==> src/rtl/game_pkg.sv <==
// Shared encodings and widths for the game controller.
// Optional record register is enabled by defining GAME_RECORD_EN.
package game_pkg;

    localparam int          LIVES_W = 2;
    localparam logic [11:0] BCD_MAX = 12'h999;

    typedef enum logic [1:0] {
        ST_IDLE = 2'd0,
        ST_PLAY = 2'd1,
        ST_HIT  = 2'd2,
        ST_OVER = 2'd3
    } state_e;

endpackage

==> src/rtl/bcd_add3.sv <==
// Three-digit BCD adder that clamps to 999 on overflow.
// Operands are assumed to hold valid BCD digits.
module bcd_add3
    import game_pkg::*;
(
    input  logic [11:0] a_i,
    input  logic [11:0] b_i,
    output logic [11:0] sum_o
);

    logic [4:0]  dsum;
    logic        carry;
    logic [11:0] raw;

    always_comb begin
        dsum  = '0;
        carry = 1'b0;
        raw   = '0;
        for (int i = 0; i < 3; i++) begin
            dsum = {1'b0, a_i[i*4 +: 4]} + {1'b0, b_i[i*4 +: 4]}
                 + {4'd0, carry};
            if (dsum > 5'd9) begin
                dsum  = dsum + 5'd6;
                carry = 1'b1;
            end else begin
                carry = 1'b0;
            end
            raw[i*4 +: 4] = dsum[3:0];
        end
        sum_o = carry ? BCD_MAX : raw;
    end

endmodule

==> src/rtl/game_controller.sv <==
// Game flow FSM: start, scoring, lives, hit pause, game over.
// Define GAME_RECORD_EN to keep a high-score register.
module game_controller
    import game_pkg::*;
#(
    parameter int          LIVES_INIT       = 3,
    parameter int          HIT_PAUSE_FRAMES = 60,
    parameter logic [11:0] SCORE_PER_KILL   = 12'h010
) (
    input  logic               clk,
    input  logic               reset,
    input  logic               btn_start,
    input  logic               frame_tick,
    input  logic               enemy_hit,
    input  logic               player_hit,
    input  logic               invaders_landed,
    input  logic               wave_cleared,
    output logic [1:0]         state,
    output logic               game_active,
    output logic               vivo_jogador,
    output logic [LIVES_W-1:0] lives,
    output logic [11:0]        score,
    output logic [11:0]        record,
    output logic               wave_restart
);

    localparam logic [7:0] PAUSE_LAST = 8'(HIT_PAUSE_FRAMES - 1);

    state_e               state_q, state_d;
    logic [LIVES_W-1:0]   lives_q, lives_d;
    logic [11:0]          score_q, score_d;
    logic [7:0]           pause_q, pause_d;
    logic                 wave_q, wave_d;
    logic                 start_prev_q;
    logic                 active_q;
    logic                 vivo_q;
    logic                 start_pulse;
    logic [11:0]          score_sum;

    bcd_add3 u_add (
        .a_i   (score_q),
        .b_i   (SCORE_PER_KILL),
        .sum_o (score_sum)
    );

    assign start_pulse = btn_start & ~start_prev_q;

    always_comb begin
        state_d = state_q;
        lives_d = lives_q;
        score_d = score_q;
        pause_d = pause_q;
        wave_d  = 1'b0;
        unique case (state_q)
            ST_IDLE, ST_OVER: begin
                if (start_pulse) begin
                    state_d = ST_PLAY;
                    score_d = '0;
                    lives_d = LIVES_W'(LIVES_INIT);
                    wave_d  = 1'b1;
                end
            end
            ST_PLAY: begin
                if (enemy_hit) score_d = score_sum;
                // Landing beats a simultaneous ship hit.
                if (invaders_landed) begin
                    state_d = ST_OVER;
                    lives_d = '0;
                end else if (player_hit) begin
                    lives_d = lives_q - LIVES_W'(1);
                    if (lives_q == LIVES_W'(1)) begin
                        state_d = ST_OVER;
                    end else begin
                        state_d = ST_HIT;
                        pause_d = '0;
                    end
                end else if (wave_cleared) begin
                    wave_d = 1'b1;
                end
            end
            ST_HIT: begin
                if (frame_tick) begin
                    if (pause_q == PAUSE_LAST) begin
                        state_d = ST_PLAY;
                        pause_d = '0;
                    end else begin
                        pause_d = pause_q + 8'd1;
                    end
                end
            end
            default: ;
        endcase
    end

    always_ff @(posedge clk) begin
        if (reset) begin
            state_q      <= ST_IDLE;
            lives_q      <= '0;
            score_q      <= '0;
            pause_q      <= '0;
            wave_q       <= 1'b0;
            start_prev_q <= 1'b1;
            active_q     <= 1'b0;
            vivo_q       <= 1'b1;
        end else begin
            state_q      <= state_d;
            lives_q      <= lives_d;
            score_q      <= score_d;
            pause_q      <= pause_d;
            wave_q       <= wave_d;
            start_prev_q <= btn_start;
            active_q     <= (state_d == ST_PLAY);
            vivo_q       <= (state_d != ST_HIT) && (state_d != ST_OVER);
        end
    end

`ifdef GAME_RECORD_EN
    logic [11:0] record_q;

    // BCD digits order like binary, so a plain compare works.
    always_ff @(posedge clk) begin
        if (reset) begin
            record_q <= '0;
        end else if (state_q == ST_OVER && score_q > record_q) begin
            record_q <= score_q;
        end
    end

    assign record = record_q;
`else
    assign record = 12'h000;
`endif

    assign state        = state_q;
    assign game_active  = active_q;
    assign vivo_jogador = vivo_q;
    assign lives        = lives_q;
    assign score        = score_q;
    assign wave_restart = wave_q;

endmodule

==> config.mk <==
export PLATFORM = sky130hd
export DESIGN_NAME = game_controller
export DESIGN_NICKNAME = d
export VERILOG_FILES = /design/src/rtl/game_pkg.sv /design/src/rtl/bcd_add3.sv /design/src/rtl/game_controller.sv
export SDC_FILE = /design/constraint.sdc
export NUM_CORES = 1
export LEC_CHECK = 0
export ABC_AREA = 1
export BUFFER_PORTS_ARGS = -buffer_cell sky130_fd_sc_hd__buf_2
export CAP_MARGIN = 20
export CORE_MARGIN = 3
export CORE_UTILIZATION = 33
export CTS_CLUSTER_DIAMETER = 40
export DETAILED_ROUTE_END_ITERATION = 6
export GPL_TIMING_DRIVEN = 0
export REMOVE_ABC_BUFFERS = 1
export SETUP_SLACK_MARGIN = 0.15
export SYNTH_ARGS = -nofsm -noshare
export SYNTH_HDL_FRONTEND = slang
export SYNTH_SLANG_ARGS = --single-unit
==> constraint.sdc <==
create_clock -name clk -period 4.45 [get_ports clk]
set_clock_uncertainty 0.1 [all_clocks]
set_input_delay 0.2225 -clock clk [delete_from_list [all_inputs] [get_ports clk]]
set_output_delay 0.2225 -clock clk [all_outputs]
set_load 0.02 [all_outputs]
## Yosys cells after proc, flatten, opt, wreduce, memory -nomap -nowiden

Cells that the tools add are included.

- Add/sub/neg operators: 8
- Magnitude comparators: 3
- Eq/ne operators: 16
- Mux-type cells: 32
- Bitwise logic cells: 2
- Reductions and logical operators: 9

Operators with widths:

| kind | count |
|---|---|
| 8-bit 2-to-1 mux | 5 |
| 12-bit 2-to-1 mux | 3 |
| 12-bit one-hot mux with 2 select lines | 1 |
| 2-bit 2-to-1 mux | 8 |
| 2-bit inequality test, second input constant | 8 |
| 8-bit one-hot mux with 2 select lines | 1 |
| 4-bit by 3-bit adder with 4-bit output, second input constant | 3 |
| 4-bit 2-to-1 mux | 3 |
| 5-bit by 4-bit greater-than comparator with 1-bit output, second input constant | 2 |
| 8-bit by 1-bit adder with 8-bit output, second input constant | 1 |
| 8-bit by 6-bit == test with 1-bit output, second input constant | 1 |
| 1-bit 2-to-1 mux | 8 |
| 2-bit by 1-bit == test with 1-bit output, second input constant | 3 |
| 2-bit one-hot mux with 3 select lines | 1 |
| 3-bit AND reduction | 2 |
| 4-bit by 1-bit adder with 5-bit output | 1 |
| 4-bit by 1-bit adder with 5-bit output, second input constant | 1 |
| 5-bit by 1-bit adder with 5-bit output | 1 |
| 5-bit AND reduction | 1 |
| 2-bit == test, second input constant | 2 |
| 4-bit greater-than comparator, second input constant | 1 |
| 2-bit one-hot mux with 2 select lines | 1 |
| 4-bit AND reduction | 1 |
| 2-bit nonzero test | 2 |
| 9 further kinds | 9 |

- Flip-flop bits (word level): 28

## Depth between registers and ports, before layout

Gate-level depths: netlist of run 1.

- Word-level depth: 11
- Depth in mapped cells: 23
- Depth with buffers taken out: 23

## By module

Synthesis of run 1 repeated with hierarchy kept, for this count alone.

- Cells, all modules: 305
- Area total of the unflattened synthesis: 2188.3 um^2

Modules (own cells, without submodules):

| module | instances | cells each | area an instance (um^2) | seq. area each (um^2) |
|---|---|---|---|---|
| game_controller | 1 | 194 | 1478.9 | 560.5 |
| bcd_add3 | 1 | 111 | 709.4 | 0.0 |

## Worst setup path before layout of run 1

OpenSTA, ideal clock, no wires.

- Kind: reg2reg
- From: register score_q[1], in the netlist score[1]
- To: register score_q[1], in the netlist score[1]
- Setup time: 0.113 ns
- Data arrival time: 2.708 ns
- Required time: 4.237 ns
- Slack: 1.529 ns
- Cell stages (with the launch flop): 21
- Buffers on the path: 0
- Clock period less this slack: 2.921 ns
- Cell sequence: dfxtp_1 -> inv_1 -> a21oi_1 -> inv_1 -> ha_1 -> inv_1 -> ha_1 -> inv_1 -> nand3_1 -> nand3_1 -> nand2_1 -> ha_1 -> ha_1 -> a21oi_1 -> nand2_1 -> nand2_2 -> nand2_1 -> nand2_2 -> nand2_1 -> nand2_1 -> nor2_1

- Word-level cells in the longest chain between the ends: 11

RTL lines:

| what | line | text |
|---|---|---|
| start, declared | game_controller.sv:31 | `logic [11:0] score_q, score_d;` |
| start signal, assigned | game_controller.sv:108 | `score_q <= score_d;` |
| 4-bit greater-than comparator | bcd_add3.sv:22 | `if (dsum > 5'd9) begin` |
| 1-bit 2-to-1 mux | bcd_add3.sv:22 |  |
| 5-bit by 1-bit adder with 5-bit output | bcd_add3.sv:21 | `+ {4'd0, carry};` |
| 5-bit by 4-bit greater-than comparator with 1-bit output | bcd_add3.sv:22 |  |
| 1-bit 2-to-1 mux | bcd_add3.sv:22 |  |
| 4-bit by 1-bit adder with 5-bit output | bcd_add3.sv:21 |  |
| 5-bit by 4-bit greater-than comparator with 1-bit output | bcd_add3.sv:22 |  |
| 1-bit 2-to-1 mux | bcd_add3.sv:22 |  |
| 12-bit 2-to-1 mux | bcd_add3.sv:30 | `sum_o = carry ? BCD_MAX : raw;` |
| 12-bit 2-to-1 mux | game_controller.sv:64 | `if (enemy_hit) score_d = score_sum;` |
| 12-bit one-hot mux with 2 select lines | game_controller.sv:54 | `unique case (state_q)` |

Parallel ways exist; a longest one is shown, timed or not. The select of a mux whose other input is x is not followed.
A chain may end at the register's enable or synchronous reset.

## Final worst setup path of run 1

- From: register score_q[1], in the netlist score[1]
- To: register score_q[2], in the netlist score[2]

Same word-level chain as after synthesis.

==> summary.md, run 1 <==
| Metric | Value |
|---|---|
| Critical path required time | `4.54 ns` |
| Status | `complete, no violations` |
| Finish-stage setup viols | `0` |
| Top post-synthesis cells by area | `dfxtp_1 (32%), nand2_1 (14%), inv_1 (7.7%)` |
| CP max-delay cell | `dfxtp_1` |
| RePlAce Congestion | `a little over 0.8` |
| Core box area | `between 4000 and 5000 um2` |
| Number of global-route vias before repair | `roughly 1.5k` |
| Initial antenna violation count | `0` |
| Postcts setup bufs | `0` |
| Post-synth top area cell | `dfxtp_1` |
| Placed inst area | `between 1500 and 2000 um2` |
| WL met2 | `between 1.5 and 2 mm` |
| Routed wl met3 | `around 180 um` |
| Final min period | `3.13 ns` |
| Portion of netlist area occupied by mux cells | `0` |
| Hold slack | `approximately 0.064 ns` |
| Synth Area in Adders | `0.0714` |
| Total CTS buffers | `3` |
| Min-Delay Path Class | `in2reg` |
| WP data arrival | `between 3 and 4 ns` |
| Layout area overhead | `10.4%` |
| Layout fillers | `547` |
| CTS Root Cell | `clkbuf_8` |
| Synthesized flop and latch total | `28` |
| DP Wirelength | `approximately 2.8 mm` |
| Fin nets | `between 300 and 400` |
| RSZ-0062 raised after global routing | `false` |
| Post-synthesis compound-gate area fraction | `0.113` |
| CP dominant cell by count | `nand2_1` |
| Critical Path Start | `score[1]` |
| Skew-Pair Late Insertion Delay | `about 0.28 ns` |
| Vias | `1,628` |
| Share of layout cells above drive strength 1 | `0.139` |
| Grt ovf | `0` |
| R2R setup slack | `about 1.3 ns` |
| Die Y | `roughly 80 um` |
| Yosys warns | `0` |
| Ant. Diodes | `0` |
| # IOs | `39` |
| Hold path depth | `2` |
| Reg power frac | `0.401` |
| Crit Path Category | `reg2reg` |
| Critical path capture point type | `register` |
| Site row count | `25` |
| Post-Synthesis Cells | `264` |
| Max-Cap Viols | `0` |
| CTS tree | `yes` |
| Hold path endpoint | `start_prev_q` |
| Post-CTS Hold Buffers | `0` |
| Drt first pass iters | `4` |
| Comb pwr share | `0.400` |
| Starting Density | `0.357` |
| Part of the power in the clock network | `0.199` |
| Vias per cell | `between 4 and 5` |
| Commonest cells after routing, fill and taps aside | `nand2_1 (66), inv_1 (36), dfxtp_1 (28), nand3_1 (27)` |
| Worst Reg-to-Reg Cells | `20` |
| Min-delay src | `btn_start` |
| Number of flops mapped to enable cells by yosys | `0` |
| Remaining antenna violation count after routing | `0` |
| P_int | `425 uW` |
| Worst-case clock buffer depth | `2` |
| Mapped cell area | `1750 um2` |
| Worst vdd ir | `around 0.0002 V` |
| Xor/xnor share of the synthesized area | `0.0100` |
| # DRC | `0` |
| Leakage power | `approximately 0.95 nW` |
| Metal-1 WL | `between 1.5 and 2 mm` |
| Max Fclk | `~0.32 GHz` |
| CP Max Fanout | `7` |
| Power density cells | `around 380 nW/um2` |
| R2r endpoint | `score[2]` |
| Startpoint Class | `register` |
| Multi-input gate area | `968 um2` |
| Seq/Total Area, Yosys | `0.320` |
| Setup tns final | `0 ns` |
| Final Slew Violations | `0` |
| Post-synthesis area per instance | `between 6 and 7 um2` |
| Top cell type's share of synthesized area | `0.320` |
| Fin. Hold Viols | `0` |
| Top_reg_cell synth | `dfxtp_1` |
| Cell Chain, Critical Path | `inv_1 > a21oi_1 > inv_1 > ha_1 > inv_1 > ha_1 > inv_1 > nand3_1 > nand3_1 > nand2_1 > ha_1 > ha_1 > a21oi_1 > nand2_1 > nand2_2 > nand2_1 > nand2_2 > nand2_1 > nand2_1 > nor2_1` |
| Final Instance Area | `1930 um2` |
| Initial drt markers | `56` |
| Switching power | `304 uW` |
| Sw frac | `0.417` |
| Largest net degree at the start of global routing | `15` |
| First-pass GRT wire length | `6.44 mm` |
| Chip width | `between 70 and 80 um` |
| Post-Synth Simple-Gate Area | `0.333` |
| DR top layer | `met4` |
| Register area | `~560 um2` |
| CTS-repair resized insts | `0` |
| Post-synthesis async set-or-reset flop share | `0` |
| Total clock sinks | `28` |
| Post-Route WL | `3.69 mm` |
| Largest family of logic cells by synthesized area | `simple AND/OR/NAND/NOR gates` |
| H-tree levels | `1` |
| Final period utilization | `0.703` |
| Commonest non-fill, non-tap cell in the layout | `nand2_1` |
| DR WL/cell | `10.4 um` |
| Clock slew at reported path FFs | `around 0.10 ns` |
| Worst stage delay on the critical path | `around 0.36 ns` |
| All-Layer GR Usage | `0.126` |
| Die area | `between 6000 and 7000 um2` |
| Worst reg2reg path startpoint | `score[1]` |
| I/O Buffers | `26` |
| Synth unique cells | `31` |
[power by group through the flow]
stage	sequential [mW]	combinational, mW	clock (mW)
after floorplan	0.322	0.195	0
after global placement	0.298	0.292	0
after detailed placement	0.298	0.293	0
after CTS	0.293	0.294	0.148
after global routing	0.297	0.330	0.154
final	0.292	0.292	0.145
[sequential cells by signal (all words and copies together), names as in the netlist]
register,count
game_active,1
lives,2
score,12
wave_restart,1
pause_q,8
state,2
start_prev_q,1
vivo_jogador,1
[through the flow]
| step | utilization | setup WS [ns] | total power [mW] | std cells |
|---|---|---|---|---|
| final | 0.394 | 1.32 | 0.729 | 355 |
| after global routing | 0.394 | 1.01 | 0.781 | 355 |
| after CTS | 0.394 | 1.32 | 0.735 | 355 |
| after detailed placement | 0.385 | 1.35 | 0.591 | 352 |
| after global placement | 0.385 | 1.33 | 0.591 | 352 |
| after floorplan | - | 1.53 | 0.517 | 259 |
[synthesized netlist by cell type, types with 2 or more instances]
| library cell | count |
|---|---|
| inv_1 | 36 |
| buf_4 | 12 |
| a21oi_1 | 19 |
| xor2_1 | 2 |
| dfxtp_1 | 28 |
| nor3_1 | 2 |
| ha_1 | 10 |
| nand2_2 | 3 |
| nor2_1 | 26 |
| clkbuf_1 | 2 |
| o21ai_0 | 7 |
| nand3_1 | 27 |
| nand4_1 | 7 |
| nand2_1 | 66 |
[critical path, delay by kind of cell, from the launching register on]
kind                       cells  cell delay [ns]
adders and majority gates      4             0.96
buffers and inverters          4             0.34
AOI/OAI and AO/OA              2             0.33
DFF                            1             0.36
and+or+nand+nor               10             0.92
[logic make-up (layout without fill, tap and decap cells)]
logic type	Yosys count	in the layout
other cells	1	12
fa+ha+maj	10	10
simple gates	135	135
buf+inv	55	68
flops	28	28
xor+xnor	2	2
compound gates	33	33
[layout make-up]
| type | instances | share of cell area |
|---|---|---|
| clock buffers | 3 | 0.0213 |
| inverters | 39 | 0.0776 |
| multi-input cells | 192 | 0.501 |
| flip-flops and latches | 28 | 0.290 |
| well taps | 67 | 0.0433 |
| repair buffers | 26 | 0.0673 |
[routing by layer]
| layer | vias to the layer above | GRT usage |
|---|---|---|
| met5 | - | 0 |
| met4 | 0 | 0.0464 |
| met3 | 5 | 0.0215 |
| met2 | 42 | 0.213 |
| met1 | 708 | 0.160 |
| li1 | 873 | - |
[worst max-delay path by stage]
| stage | to | depth (start not counted) |
|---|---|---|
| floorplan | score[1] | 20 |
| CTS | score[3] | 20 |
| global placement | score[3] | 20 |
| global route | score[2] | 22 |
| finish | score[2] | 20 |
| detailed placement | score[3] | 20 |
No activity file was read; power rests on OpenSTA's default activity.
==> run 2: changes to the inputs <==
- clock period: 4.45 -> 2.9 ns (I/O delays scaled with it)
==> run 2 against run 1 <==
Against the previous run: power increased by 61%; final cell count grew 3.7%; highest routed layer unchanged; first-iteration DRC count increased by 21%.
==> summary.md, run 2 (same netlist as run 1, synthesis figures left out) <==
| Metric | Value |
|---|---|
| Part of the power in the clock network | `0.188 (was 0.199)` |
| Crit Path Category | `reg2reg (unchanged)` |
| H-tree levels | `1 (unchanged)` |
| Sw frac | `0.416 (was 0.417)` |
| Skew-Pair Late Insertion Delay | `0.28 ns (about the same)` |
| Initial drt markers | `68 (was 56)` |
| Initial antenna violation count | `0 (unchanged)` |
| Max-Cap Viols | `0 (unchanged)` |
| # DRC | `0 (unchanged)` |
| Max Fclk | `0.380 GHz (was 0.320 GHz)` |
| Final Instance Area | `2150 um2 (was 1930 um2)` |
| Total clock sinks | `28 (unchanged)` |
| RSZ-0062 raised after global routing | `true (was false)` |
| Final period utilization | `0.908 (was 0.703)` |
| Die Y | `78.9 um (unchanged)` |
| Core Util, Final | `0.439 (was 0.394)` |
| Register area | `564 um2 (was 561 um2)` |
| Place WS | `-0.204 ns (was 1.35 ns)` |
| Commonest cells after routing, fill and taps aside | `nand2_1 (57), inv_1 (31), buf_2 (26), nor2_1 (25), dfxtp_1 (25) (was nand2_1 (66), inv_1 (36), dfxtp_1 (28), nand3_1 (27))` |
| Number of global-route vias before repair | `1,560 (was 1,490)` |
| Layout area overhead | `23.0% (was 10.4%)` |
| Reg power frac | `0.385 (was 0.401)` |
| P_int | `685 uW (was 425 uW)` |
| Post-Route WL | `4.00 mm (was 3.69 mm)` |
| Share of layout cells above drive strength 1 | `0.262 (was 0.139)` |
| WP data arrival | `2.75 ns (was 3.22 ns)` |
| Vias | `1,701 (was 1,628)` |
| CTS Root Cell | `clkbuf_8 (unchanged)` |
| Grt ovf | `0 (unchanged)` |
| All-Layer GR Usage | `0.132 (was 0.126)` |
| Remaining antenna violation count after routing | `0 (unchanged)` |
| Placed inst area | `1890 um2 (unchanged)` |
| Multi-input gate area | `1080 um2 (was 968 um2)` |
| Worst vdd ir | `0.000308 V (was 0.000198 V)` |
| Post-placement cell count | `352 (unchanged)` |
| Starting Density | `0.357 (unchanged)` |
| Final min period | `2.63 ns (was 3.13 ns)` |
| Cell Chain, Critical Path | `inv_2 > a21oi_2 > inv_1 > ha_2 > inv_2 > ha_4 > inv_4 > nand3_2 > nand3_2 > nand2_2 > ha_4 > ha_4 > nand2_2 > nand2_1 > nand2_2 > nand2_4 > buf_6 > o21bai_1 > nand2_1 > a21oi_1 (was inv_1 > a21oi_1 > inv_1 > ha_1 > inv_1 > ha_1 > inv_1 > nand3_1 > nand3_1 > nand2_1 > ha_1 > ha_1 > a21oi_1 > nand2_1 > nand2_2 > nand2_1 > nand2_2 > nand2_1 > nand2_1 > nor2_1)` |
| First-pass GRT wire length | `6.78 mm (was 6.44 mm)` |
| I/O Buffers | `26 (unchanged)` |
| Final Slew Violations | `0 (unchanged)` |
| DR WL/cell | `10.9 um (was 10.4 um)` |
| CP max-delay cell | `dfxtp_2 (was dfxtp_1)` |
| CTS tree | `yes (unchanged)` |
| Switching power | `487 uW (was 304 uW)` |
| Site row count | `25 (unchanged)` |
| Min-Delay Path Class | `in2reg (unchanged)` |
| Fin nets | `321 (was 308)` |
| Setup tns final | `0 ns (unchanged)` |
| Die area | `6220 um2 (unchanged)` |
| Leakage power | `1.03 nW (was 0.951 nW)` |
| Worst-case clock buffer depth | `2 (unchanged)` |
| Fin. Hold Viols | `0 (unchanged)` |
| Worst stage delay on the critical path | `0.34 ns (was 0.36 ns)` |
| Comb pwr share | `0.427 (was 0.400)` |
| Commonest non-fill, non-tap cell in the layout | `nand2_1 (unchanged)` |
| Finish-stage setup viols | `0 (unchanged)` |
| Clock slew at reported path FFs | `0.10 ns (about the same)` |
| Power density cells | `544 nW/um2 (was 377 nW/um2)` |
| Core box area | `4910 um2 (unchanged)` |
| Final worst slack | `0.267 ns (was 1.32 ns)` |
| Total CTS buffers | `3 (unchanged)` |
| Largest net degree at the start of global routing | `15 (unchanged)` |
| Critical path required time | `3.02 ns (was 4.54 ns)` |
| Max reg flops | `12 (unchanged)` |
| RePlAce Congestion | `0.827 (unchanged)` |
| # IOs | `39 (unchanged)` |
| Startpoint Class | `register (unchanged)` |
| Ant. Diodes | `0 (unchanged)` |
| DP Wirelength | `2.78 mm (unchanged)` |
| Critical path capture point type | `register (unchanged)` |
| Buf/Inv on CP | `5 (was 4)` |
| Layout fillers | `531 (was 547)` |
| Final Non-Filler Cells | `368 (was 355)` |
| CP Max Fanout | `5 (was 7)` |
| Vias per cell | `4.62 (was 4.59)` |
| Drt first pass iters | `4 (unchanged)` |
| Status | `complete, no violations (unchanged)` |
| Chip width | `78.9 um (unchanged)` |
| CP top delay family | `adder cells (unchanged)` |
run 2: changes by cell type in the layout (fill, tap and decap cells not counted), sizes merged:
cell and delta:
buf +12, dlygate4sd3 +1
run 2: repair_timing:
action | 4_1_cts | 5_1_grt
hold endpoints to repair | 1 | 0
gates cloned | 0 | 0
resized for setup | 17 | 19
hold buffers | 1 | 0
buffers inserted | 6 | 6
pin swaps | 3 | 11
setup endpoints to repair | 12 | 11
run 2: layout make-up:
cell class / count / area share
flip-flops and latches: 28 / 0.262
multi-input cells: 192 / 0.501
clock buffers: 3 / 0.0192
well taps: 67 / 0.0389
repair buffers: 39 / 0.109
inverters: 39 / 0.0708
run 2: power by group through the flow:
| stage | sequential [mW] | combinational, mW | clock [mW] |
|---|---|---|---|
| after floorplan | 0.495 | 0.300 | 0 |
| after global placement | 0.458 | 0.449 | 0 |
| after detailed placement | 0.458 | 0.449 | 0 |
| after CTS | 0.451 | 0.470 | 0.227 |
| after global routing | 0.457 | 0.560 | 0.237 |
| final | 0.451 | 0.500 | 0.221 |
run 2: final timing paths:
path	from	to	slack, ns	depth (start not counted)
worst min register to register	score[4]	score[4]	0.39	2
worst max-delay path	score[2]	score[0]	0.27	20
worst max register to register	score[2]	score[0]	0.27	20
worst min-delay path	wave_cleared	wave_restart	0.06	3
run 2: per-layer routing:
metal,GRT usage,up-vias,routed length (um)
met5,0,-,0
met4,0.0464,0,55
met3,0.0204,5,148
met2,0.233,30,1870
met1,0.164,768,1930
li1,-,898,-
run 2: per-stage QoR:
stage | hold WS (ns) | power, mW
finish | 0.0646 | 1.17
CTS | 0.0673 | 1.15
floorplan | 0.114 | 0.794
global placement | 0.273 | 0.906
global route | 0.0722 | 1.25
detailed placement | 0.273 | 0.907
run 2: worst reg2reg max path, cell delays in order (launching register included):
cell and delay [ns]:
dfxtp_2 0.34, inv_2 0.04, a21oi_2 0.16, inv_1 0.07, ha_2 0.17, inv_2 0.07
ha_4 0.21, inv_4 0.06, nand3_2 0.07, nand3_2 0.09, nand2_2 0.08, ha_4 0.18
ha_4 0.16, nand2_2 0.08, nand2_1 0.06, nand2_2 0.12, nand2_4 0.10, buf_6 0.13
o21bai_1 0.12, nand2_1 0.07, a21oi_1 0.11
